File: src/rtl/gpu_pkg.sv
`default_nettype none
// ============================================================================
// Module   : gpu_pkg
// Purpose  : State encodings shared by the scheduler, the instruction fetcher
//            and the LSU, plus a small saturating-increment helper.
// Ports    : none (package)
// Revision : 1.0 - initial release
// ============================================================================
package gpu_pkg;

  // Scheduler (core) states
  localparam logic [2:0] CORE_IDLE    = 3'b000;
  localparam logic [2:0] CORE_FETCH   = 3'b001;
  localparam logic [2:0] CORE_DECODE  = 3'b010;
  localparam logic [2:0] CORE_REQUEST = 3'b011;
  localparam logic [2:0] CORE_WAIT    = 3'b100;
  localparam logic [2:0] CORE_EXECUTE = 3'b101;
  localparam logic [2:0] CORE_UPDATE  = 3'b110;
  localparam logic [2:0] CORE_DONE    = 3'b111;

  // Fetcher states
  localparam logic [2:0] FETCHER_IDLE     = 3'b000;
  localparam logic [2:0] FETCHER_FETCHING = 3'b001;
  localparam logic [2:0] FETCHER_FETCHED  = 3'b010;

  // LSU states
  localparam logic [1:0] LSU_IDLE       = 2'b00;
  localparam logic [1:0] LSU_REQUESTING = 2'b01;
  localparam logic [1:0] LSU_WAITING    = 2'b10;
  localparam logic [1:0] LSU_DONE       = 2'b11;

  // Increment that sticks at all-ones instead of wrapping.
  function automatic logic [15:0] sat_inc16(input logic [15:0] value);
    return (value == 16'hFFFF) ? value : value + 16'd1;
  endfunction

endpackage
`default_nettype wire

File: src/rtl/icache_array.sv
`default_nettype none
// ============================================================================
// Module   : icache_array
// Purpose  : Direct-mapped instruction cache storage (valid / tag / data).
//            Combinational lookup, synchronous single write port, flush that
//            clears every valid bit. Only the valid bits are reset.
// Ports    : clk, reset       - clock, async active-high reset
//            i_flush          - clear all valid bits on the next edge
//            i_rd_addr        - lookup address (PC)
//            o_hit, o_rd_data - lookup result
//            i_wr_en, i_wr_addr, i_wr_data - line fill
// Revision : 1.0 - initial release
// ============================================================================
module icache_array #(
  parameter int ADDR_BITS = 8,
  parameter int DATA_BITS = 16,
  parameter int LINES     = 8
) (
  input  logic                 clk,
  input  logic                 reset,
  input  logic                 i_flush,
  input  logic [ADDR_BITS-1:0] i_rd_addr,
  output logic                 o_hit,
  output logic [DATA_BITS-1:0] o_rd_data,
  input  logic                 i_wr_en,
  input  logic [ADDR_BITS-1:0] i_wr_addr,
  input  logic [DATA_BITS-1:0] i_wr_data
);

  localparam int INDEX_BITS = $clog2(LINES);
  localparam int TAG_BITS   = ADDR_BITS - INDEX_BITS;

  logic [LINES-1:0]      r_valid;
  logic [DATA_BITS-1:0]  r_data [LINES];
  logic [INDEX_BITS-1:0] w_rd_idx;
  logic [INDEX_BITS-1:0] w_wr_idx;
  logic                  w_tag_match;
  logic                  w_do_write;

  assign w_rd_idx   = i_rd_addr[INDEX_BITS-1:0];
  assign w_wr_idx   = i_wr_addr[INDEX_BITS-1:0];
  // A flush in the same cycle as a fill wins: the line stays untouched.
  assign w_do_write = i_wr_en && !i_flush;

  always_ff @(posedge clk or posedge reset) begin
    if (reset) begin
      r_valid <= '0;
    end else if (i_flush) begin
      r_valid <= '0;
    end else if (i_wr_en) begin
      r_valid[w_wr_idx] <= 1'b1;
    end
  end

  always_ff @(posedge clk) begin
    if (w_do_write) begin
      r_data[w_wr_idx] <= i_wr_data;
    end
  end

  generate
    if (TAG_BITS > 0) begin : g_tag
      logic [TAG_BITS-1:0] r_tag [LINES];

      always_ff @(posedge clk) begin
        if (w_do_write) begin
          r_tag[w_wr_idx] <= i_wr_addr[ADDR_BITS-1:INDEX_BITS];
        end
      end

      assign w_tag_match = (r_tag[w_rd_idx] == i_rd_addr[ADDR_BITS-1:INDEX_BITS]);
    end else begin : g_no_tag
      // Every PC has its own line, so the valid bit alone decides a hit.
      assign w_tag_match = 1'b1;
    end
  endgenerate

  assign o_hit     = r_valid[w_rd_idx] && w_tag_match;
  assign o_rd_data = r_data[w_rd_idx];

endmodule
`default_nettype wire

File: src/rtl/instruction_fetcher.sv
`default_nettype none
// ============================================================================
// Module   : instruction_fetcher
// Purpose  : Per-core instruction fetcher. Answers the scheduler's FETCH
//            request from a direct-mapped cache (1-cycle hit) or over the
//            program-memory valid/ready channel, then reports FETCHED until
//            the scheduler moves to DECODE. Keeps saturating hit/miss counts.
// Ports    : clk, reset                   - clock, async active-high reset
//            core_state, current_pc       - scheduler request
//            flush                        - invalidate every cache line
//            mem_read_valid/address       - program-memory request
//            mem_read_ready/data          - program-memory response
//            fetcher_state, instruction   - result to scheduler
//            hit_count, miss_count        - saturating statistics
// Revision : 1.0 - initial release
// ============================================================================
module instruction_fetcher
  import gpu_pkg::*;
#(
  parameter int PROGRAM_MEM_ADDR_BITS = 8,
  parameter int PROGRAM_MEM_DATA_BITS = 16,
  parameter int CACHE_LINES           = 8
) (
  input  logic                             clk,
  input  logic                             reset,
  input  logic [2:0]                       core_state,
  input  logic [PROGRAM_MEM_ADDR_BITS-1:0] current_pc,
  input  logic                             flush,
  output logic                             mem_read_valid,
  output logic [PROGRAM_MEM_ADDR_BITS-1:0] mem_read_address,
  input  logic                             mem_read_ready,
  input  logic [PROGRAM_MEM_DATA_BITS-1:0] mem_read_data,
  output logic [2:0]                       fetcher_state,
  output logic [PROGRAM_MEM_DATA_BITS-1:0] instruction,
  output logic [15:0]                      hit_count,
  output logic [15:0]                      miss_count
);

  logic [2:0]                       r_state;
  logic [2:0]                       w_next_state;
  logic                             r_mem_valid;
  logic [PROGRAM_MEM_ADDR_BITS-1:0] r_mem_addr;
  logic [PROGRAM_MEM_DATA_BITS-1:0] r_instruction;
  logic [15:0]                      r_hit_count;
  logic [15:0]                      r_miss_count;

  logic                             w_cache_hit;
  logic [PROGRAM_MEM_DATA_BITS-1:0] w_cache_data;
  logic                             w_lookup_hit;
  logic                             w_take_hit;
  logic                             w_start_miss;
  logic                             w_fill;

  icache_array #(
    .ADDR_BITS (PROGRAM_MEM_ADDR_BITS),
    .DATA_BITS (PROGRAM_MEM_DATA_BITS),
    .LINES     (CACHE_LINES)
  ) u_icache (
    .clk       (clk),
    .reset     (reset),
    .i_flush   (flush),
    .i_rd_addr (current_pc),
    .o_hit     (w_cache_hit),
    .o_rd_data (w_cache_data),
    .i_wr_en   (w_fill),
    .i_wr_addr (r_mem_addr),
    .i_wr_data (mem_read_data)
  );

  // A lookup coinciding with a flush is treated as a miss.
  assign w_lookup_hit = w_cache_hit && !flush;

  // State register
  always_ff @(posedge clk or posedge reset) begin
    if (reset) begin
      r_state <= FETCHER_IDLE;
    end else begin
      r_state <= w_next_state;
    end
  end

  // Next-state logic
  always_comb begin
    w_next_state = r_state;
    case (r_state)
      FETCHER_IDLE: begin
        if (core_state == CORE_FETCH) begin
          w_next_state = w_lookup_hit ? FETCHER_FETCHED : FETCHER_FETCHING;
        end
      end
      FETCHER_FETCHING: begin
        if (w_fill) begin
          w_next_state = FETCHER_FETCHED;
        end
      end
      FETCHER_FETCHED: begin
        if (core_state == CORE_DECODE) begin
          w_next_state = FETCHER_IDLE;
        end
      end
      default: w_next_state = FETCHER_IDLE;
    endcase
  end

  // Output / datapath control decode
  always_comb begin
    w_take_hit   = 1'b0;
    w_start_miss = 1'b0;
    w_fill       = 1'b0;
    case (r_state)
      FETCHER_IDLE: begin
        if (core_state == CORE_FETCH) begin
          w_take_hit   = w_lookup_hit;
          w_start_miss = !w_lookup_hit;
        end
      end
      FETCHER_FETCHING: begin
        // Ready only counts while a request is actually outstanding.
        w_fill = r_mem_valid && mem_read_ready;
      end
      default: ;
    endcase
  end

  // Memory request, instruction and statistics registers
  always_ff @(posedge clk or posedge reset) begin
    if (reset) begin
      r_mem_valid   <= 1'b0;
      r_mem_addr    <= '0;
      r_instruction <= '0;
      r_hit_count   <= 16'd0;
      r_miss_count  <= 16'd0;
    end else begin
      if (w_start_miss) begin
        r_mem_valid  <= 1'b1;
        r_mem_addr   <= current_pc;
        r_miss_count <= sat_inc16(r_miss_count);
      end
      if (w_take_hit) begin
        r_instruction <= w_cache_data;
        r_hit_count   <= sat_inc16(r_hit_count);
      end
      if (w_fill) begin
        r_mem_valid   <= 1'b0;
        r_instruction <= mem_read_data;
      end
    end
  end

  assign fetcher_state    = r_state;
  assign mem_read_valid   = r_mem_valid;
  assign mem_read_address = r_mem_addr;
  assign instruction      = r_instruction;
  assign hit_count        = r_hit_count;
  assign miss_count       = r_miss_count;

endmodule
`default_nettype wire
File: config.mk
export PLATFORM = sky130hd
export DESIGN_NAME = instruction_fetcher
export DESIGN_NICKNAME = d
export VERILOG_FILES = /design/src/rtl/gpu_pkg.sv /design/src/rtl/icache_array.sv /design/src/rtl/instruction_fetcher.sv
export SDC_FILE = /design/constraint.sdc
export NUM_CORES = 1
export LEC_CHECK = 0
export ABC_AREA = 1
export CAP_MARGIN = 20
export CORE_MARGIN = 2
export CORE_UTILIZATION = 50
export CTS_CLUSTER_SIZE = 14
export DETAILED_ROUTE_END_ITERATION = 8
export DONT_BUFFER_PORTS = 1
export GPL_TIMING_DRIVEN = 0
export HOLD_SLACK_MARGIN = 0.12
export PLACE_DENSITY = 0.75
export SLEW_MARGIN = 15
export SYNTH_ARGS = -nofsm -noshare
export SYNTH_HDL_FRONTEND = slang
export SYNTH_SLANG_ARGS = --single-unit
File: constraint.sdc
create_clock -name clk -period 4.4 [get_ports clk]
set_input_delay 0.22 -clock clk [delete_from_list [all_inputs] [get_ports clk]]
set_output_delay 0.22 -clock clk [all_outputs]
set_load 0.01 [all_outputs]
==> reports/summary.log <==
[outcome] outcome finished clean
[logic_synthesis] synthesized area per cell 10.2 µm²
[clock_network] CTS tree yes
[clock_network] Clk Latency, worst-skew pair 0.52 ns
[logic_synthesis] Yosys warning total 0
[global_route] GRT Overall Usage 23.1%
[logic_synthesis] Synth area leader sky130_fd_sc_hd__edfxtp_1
[floorplan] Die Y-Extent 148 µm
[timing] Min Clock Period, post-route 3.23 ns
[pwr] Max VDD drop 0.000313 V
[placed_design] Final Wtd Congestion 0.855
[final_layout] Area Growth Syn to Fin 15.3%
[critical_path] data arrival time of the critical path 3.37 ns
[min_path] Min-Delay Path Class primary input to async pin
[floorplan] die outline width 148 µm
[clock_network] clock sink count 235
[pwr] Pint 4.12 mW
[floorplan] Top Ports 91
[drt] vias post-DR 7449
[pwr] switching power 1.51 mW
[timing] worst rel slew slack 43.1%
[placed_design] number of buffers added on ports 0
[critical_path] CP Cell Sequence inv_1 -> nor2_1 -> inv_1 -> nor2_2 -> inv_2 -> nor2_1 -> nand2_1 -> nor2_4
[floorplan] initial standard-cell utilization of the core 50.9%
[critical_path] kind of end point of the critical path flip-flop
[timing] Max Transition Viols Final 0
[clock_network] root buffer cell sky130_fd_sc_hd__clkbuf_16
[logic_synthesis] register bit total from synthesis 235
[drt] wire length the detailed router placed on met1 10.3 mm
[logic_synthesis] area share of the largest cell type after synthesis 49.0%
[run] max-capacitance violation count 0
[pwr] Sw Ratio 26.8%
[timing] post-route worst setup slack 1.17 ns
[global_route] antenna violations before repair 0
[clock_network] buffer levels on the longest clock path 3
[timing] worst hold slack across all endpoints 0.171 ns
[clock_network] CTS clk-pin slew, worst paths 0.06 ns
[floorplan] area of the core 20200 µm²
[logic_synthesis] most instantiated library cell after synthesis sky130_fd_sc_hd__nand2_1
[drt] routed length per placed instance 18.4 µm
[floorplan] FP Rows 52
[logic_synthesis] synth top area cells sky130_fd_sc_hd__edfxtp_1 49%, sky130_fd_sc_hd__dfrtp_1 16%, sky130_fd_sc_hd__nand2_1 9.5%
[logic_synthesis] post-synthesis cell type count 34
[logic_synthesis] most common library cells after synthesis 260 x sky130_fd_sc_hd__nand2_1, 168 x sky130_fd_sc_hd__edfxtp_1, 119 x sky130_fd_sc_hd__nor2_1
[pwr] sequential group share of total power 50.8%
[final_layout] Cell Count, Final, Fillers Out 1350
[global_route] pin count of the biggest net entering global routing 45
[critical_path] slowest stage cell, crit path sky130_fd_sc_hd__nor2_4
[drt] routed length on met2 12.0 mm
[logic_synthesis] Post-Syn Nets 1040
[placed_design] placed wire-length estimate after detailed placement 15.7 mm
[global_route] global-route wire length before repair 39.0 mm
[final_layout] fraction of layout cells with a size suffix above 1 8.70%
[pwr] power density relative to cell area 473 nW/µm²
[clock_network] number of setup buffers added after CTS 0
[logic_synthesis] top flip-flop cell by instance count after synthesis sky130_fd_sc_hd__edfxtp_1
[pwr] Combinational Power Share 10.6%
[clock_network] cts bufs inserted 25
[pwr] clock network fraction of design power 38.6%
[logic_synthesis] number of enable flip-flop cells after synthesis 168
[critical_path] Critical Path Start Type flip-flop
[timing] RSZ-0062 raised after global routing no
[critical_path] Worst Setup Path Type flip-flop to flip-flop
[final_layout] Non-Filler Cell Area, Final 11900 µm²
[pwr] total power 5.62 mW
[drt] number of DRC violations after detailed routing 0
[clock_network] Clock H-tree levels 1
[critical_path] cell family with the largest share of critical-path delay simple AND/OR/NAND/NOR gates
[timing] final critical-path share of the clock period 73.5%
[placed_design] number of cells after detailed placement 1279
[timing] final setup violating endpoints 0
[final_layout] utilization of the core after routing 58.7%
[clock_network] hold buffer count at cts 26
[logic_synthesis] Seq/Total Area, Yosys 65.3%
[final_layout] fin nets 1095
[timing] setup tns final 0 ns
[logic_synthesis] ys async rst share 28.5%
[global_route] overflow left after global routing 0
[drt] first-pass iteration count of the detailed router 5
[logic_synthesis] number of cells produced by synthesis 1007
[critical_path] delay of the slowest cell on the worst path 0.77 ns
[critical_path] WP buf/inv 3
[drt] Via-to-Cell Ratio 5.52
[logic_synthesis] synthesized area 10300 µm²
[placed_design] area after detailed placement 10800 µm²
[timing] hold violation count in the final report 0
[clock_network] post-CTS sizing 0
[drt] count of nets left with antenna violations after detail routing 0
[drt] topmost layer with routed signal wires met4
[critical_path] worst path required time 4.54 ns
[pwr] Leakage 4.70 nW
[critical_path] critical path fanouts, max 21
[drt] iteration-0 DRC count of the detailed router 596
[floorplan] die area 21800 µm²
[drt] WL final 24.9 mm
[timing] actual transition at the worst max-transition pin 0.851 ns
[final_layout] diode count 0
[global_route] number of global-route vias before repair 7175
[drt] metal3 WL 1.86 mm
[timing] highest clock rate 309 MHz
[placed_design] Setup WS pre-CTS 1.26 ns
[timing] worst clock skew on the final layout 0.0178 ns
==> worst reg2reg max path, delay by kind of cell, from the launching register on <==
kind	cells	cell delay, ns
DFF	1	0.42
and+or+nand+nor	5	2.01
buffers and inverters	3	0.43
==> cell usage in the layout, fill, tap and decap left out, types with 3 or more instances in the layout <==
cell type                       netlist  routed
sky130_fd_sc_hd__buf_6                5       5
sky130_fd_sc_hd__dlygate4sd3_1        0      26
sky130_fd_sc_hd__a31oi_1             10      10
sky130_fd_sc_hd__inv_4                2       3
sky130_fd_sc_hd__o22ai_1             34      34
sky130_fd_sc_hd__nor3_1              10      10
sky130_fd_sc_hd__clkinv_1             0       4
sky130_fd_sc_hd__nor4_1               5       5
sky130_fd_sc_hd__nand4_1             27      27
sky130_fd_sc_hd__bufinv_16            0       3
sky130_fd_sc_hd__nand2_1            260     260
sky130_fd_sc_hd__inv_1               82      81
sky130_fd_sc_hd__o21ai_0             90      90
sky130_fd_sc_hd__clkbuf_1            29      32
sky130_fd_sc_hd__nand3_1             45      45
sky130_fd_sc_hd__xor2_1               9       9
sky130_fd_sc_hd__clkbuf_8             0       7
sky130_fd_sc_hd__nor2_4               3      11
sky130_fd_sc_hd__edfxtp_1           168     168
sky130_fd_sc_hd__dfrtp_1             67      67
sky130_fd_sc_hd__buf_4                7       7
sky130_fd_sc_hd__clkbuf_16            0      25
sky130_fd_sc_hd__nor2_1             119     111
sky130_fd_sc_hd__nand2_2             13      13
==> cells by family (layout without fill, tap and decap cells) <==
group                      Yosys count  count (layout)  synth area share (%)
and+or+nand+nor                    489             489                  20.4
DFF                                235             235                  65.3
AOI/OAI and AO/OA                  137             137                  7.34
buffers and inverters              132             205                  5.76
xor gates and xnor gates            11              11                 0.936
adders and majority gates            2               2                 0.243
other                                1               1                0.0364
==> sequential cells by signal (all words and copies together), names as in the netlist <==
name / count
mem_read_valid: 1
hit_count: 16
u_icache.g_tag.r_tag: 40
mem_read_address: 8
fetcher_state: 2
miss_count: 16
instruction: 16
u_icache.r_valid: 8
u_icache.r_data: 128
==> metal layers <==
| layer | track usage, % | vias up |
|---|---|---|
| met5 | 0 | - |
| met4 | 7.79 | 0 |
| met3 | 5.03 | 52 |
| met2 | 38.2 | 290 |
| met1 | 30.4 | 3580 |
| li1 | - | 3527 |
==> power groups by stage <==
stage               Combinational, mW  Sequential [mW]  Clock (mW)
floorplan                       0.393             2.83           0
global placement                0.510             2.90           0
detailed placement              0.557             2.90           0
CTS                             0.596             2.86        2.18
global route                    0.673             2.89        2.28
finish                          0.596             2.85        2.17
==> final timing paths <==
kind                                      from                     end  slack (ns)  cells after the start
min                                      reset            hit_count[2]        0.17                      2
min reg2reg                u_icache.r_valid[2]     u_icache.r_valid[2]        0.50                      2
max reg2reg                   fetcher_state[0]  u_icache.r_data[5][11]        1.17                      8
max                           fetcher_state[0]  u_icache.r_data[5][11]        1.17                      8
max in group asynchronous                reset         instruction[12]        3.68                      3
min in group clk                 current_pc[5]            hit_count[0]        0.24                      7
==> final cells by class <==
type                       instances  area [µm²]
buffer                            46         265
clock buffer                      35         733
clock inverter                    10         126
fill                            1619        8360
inverter                          86         330
multi-input combinational        640        3040
sequential                       235        6720
tap                              270         338
timing repair buffer              28         315
(Power assumes the default switching activity.)
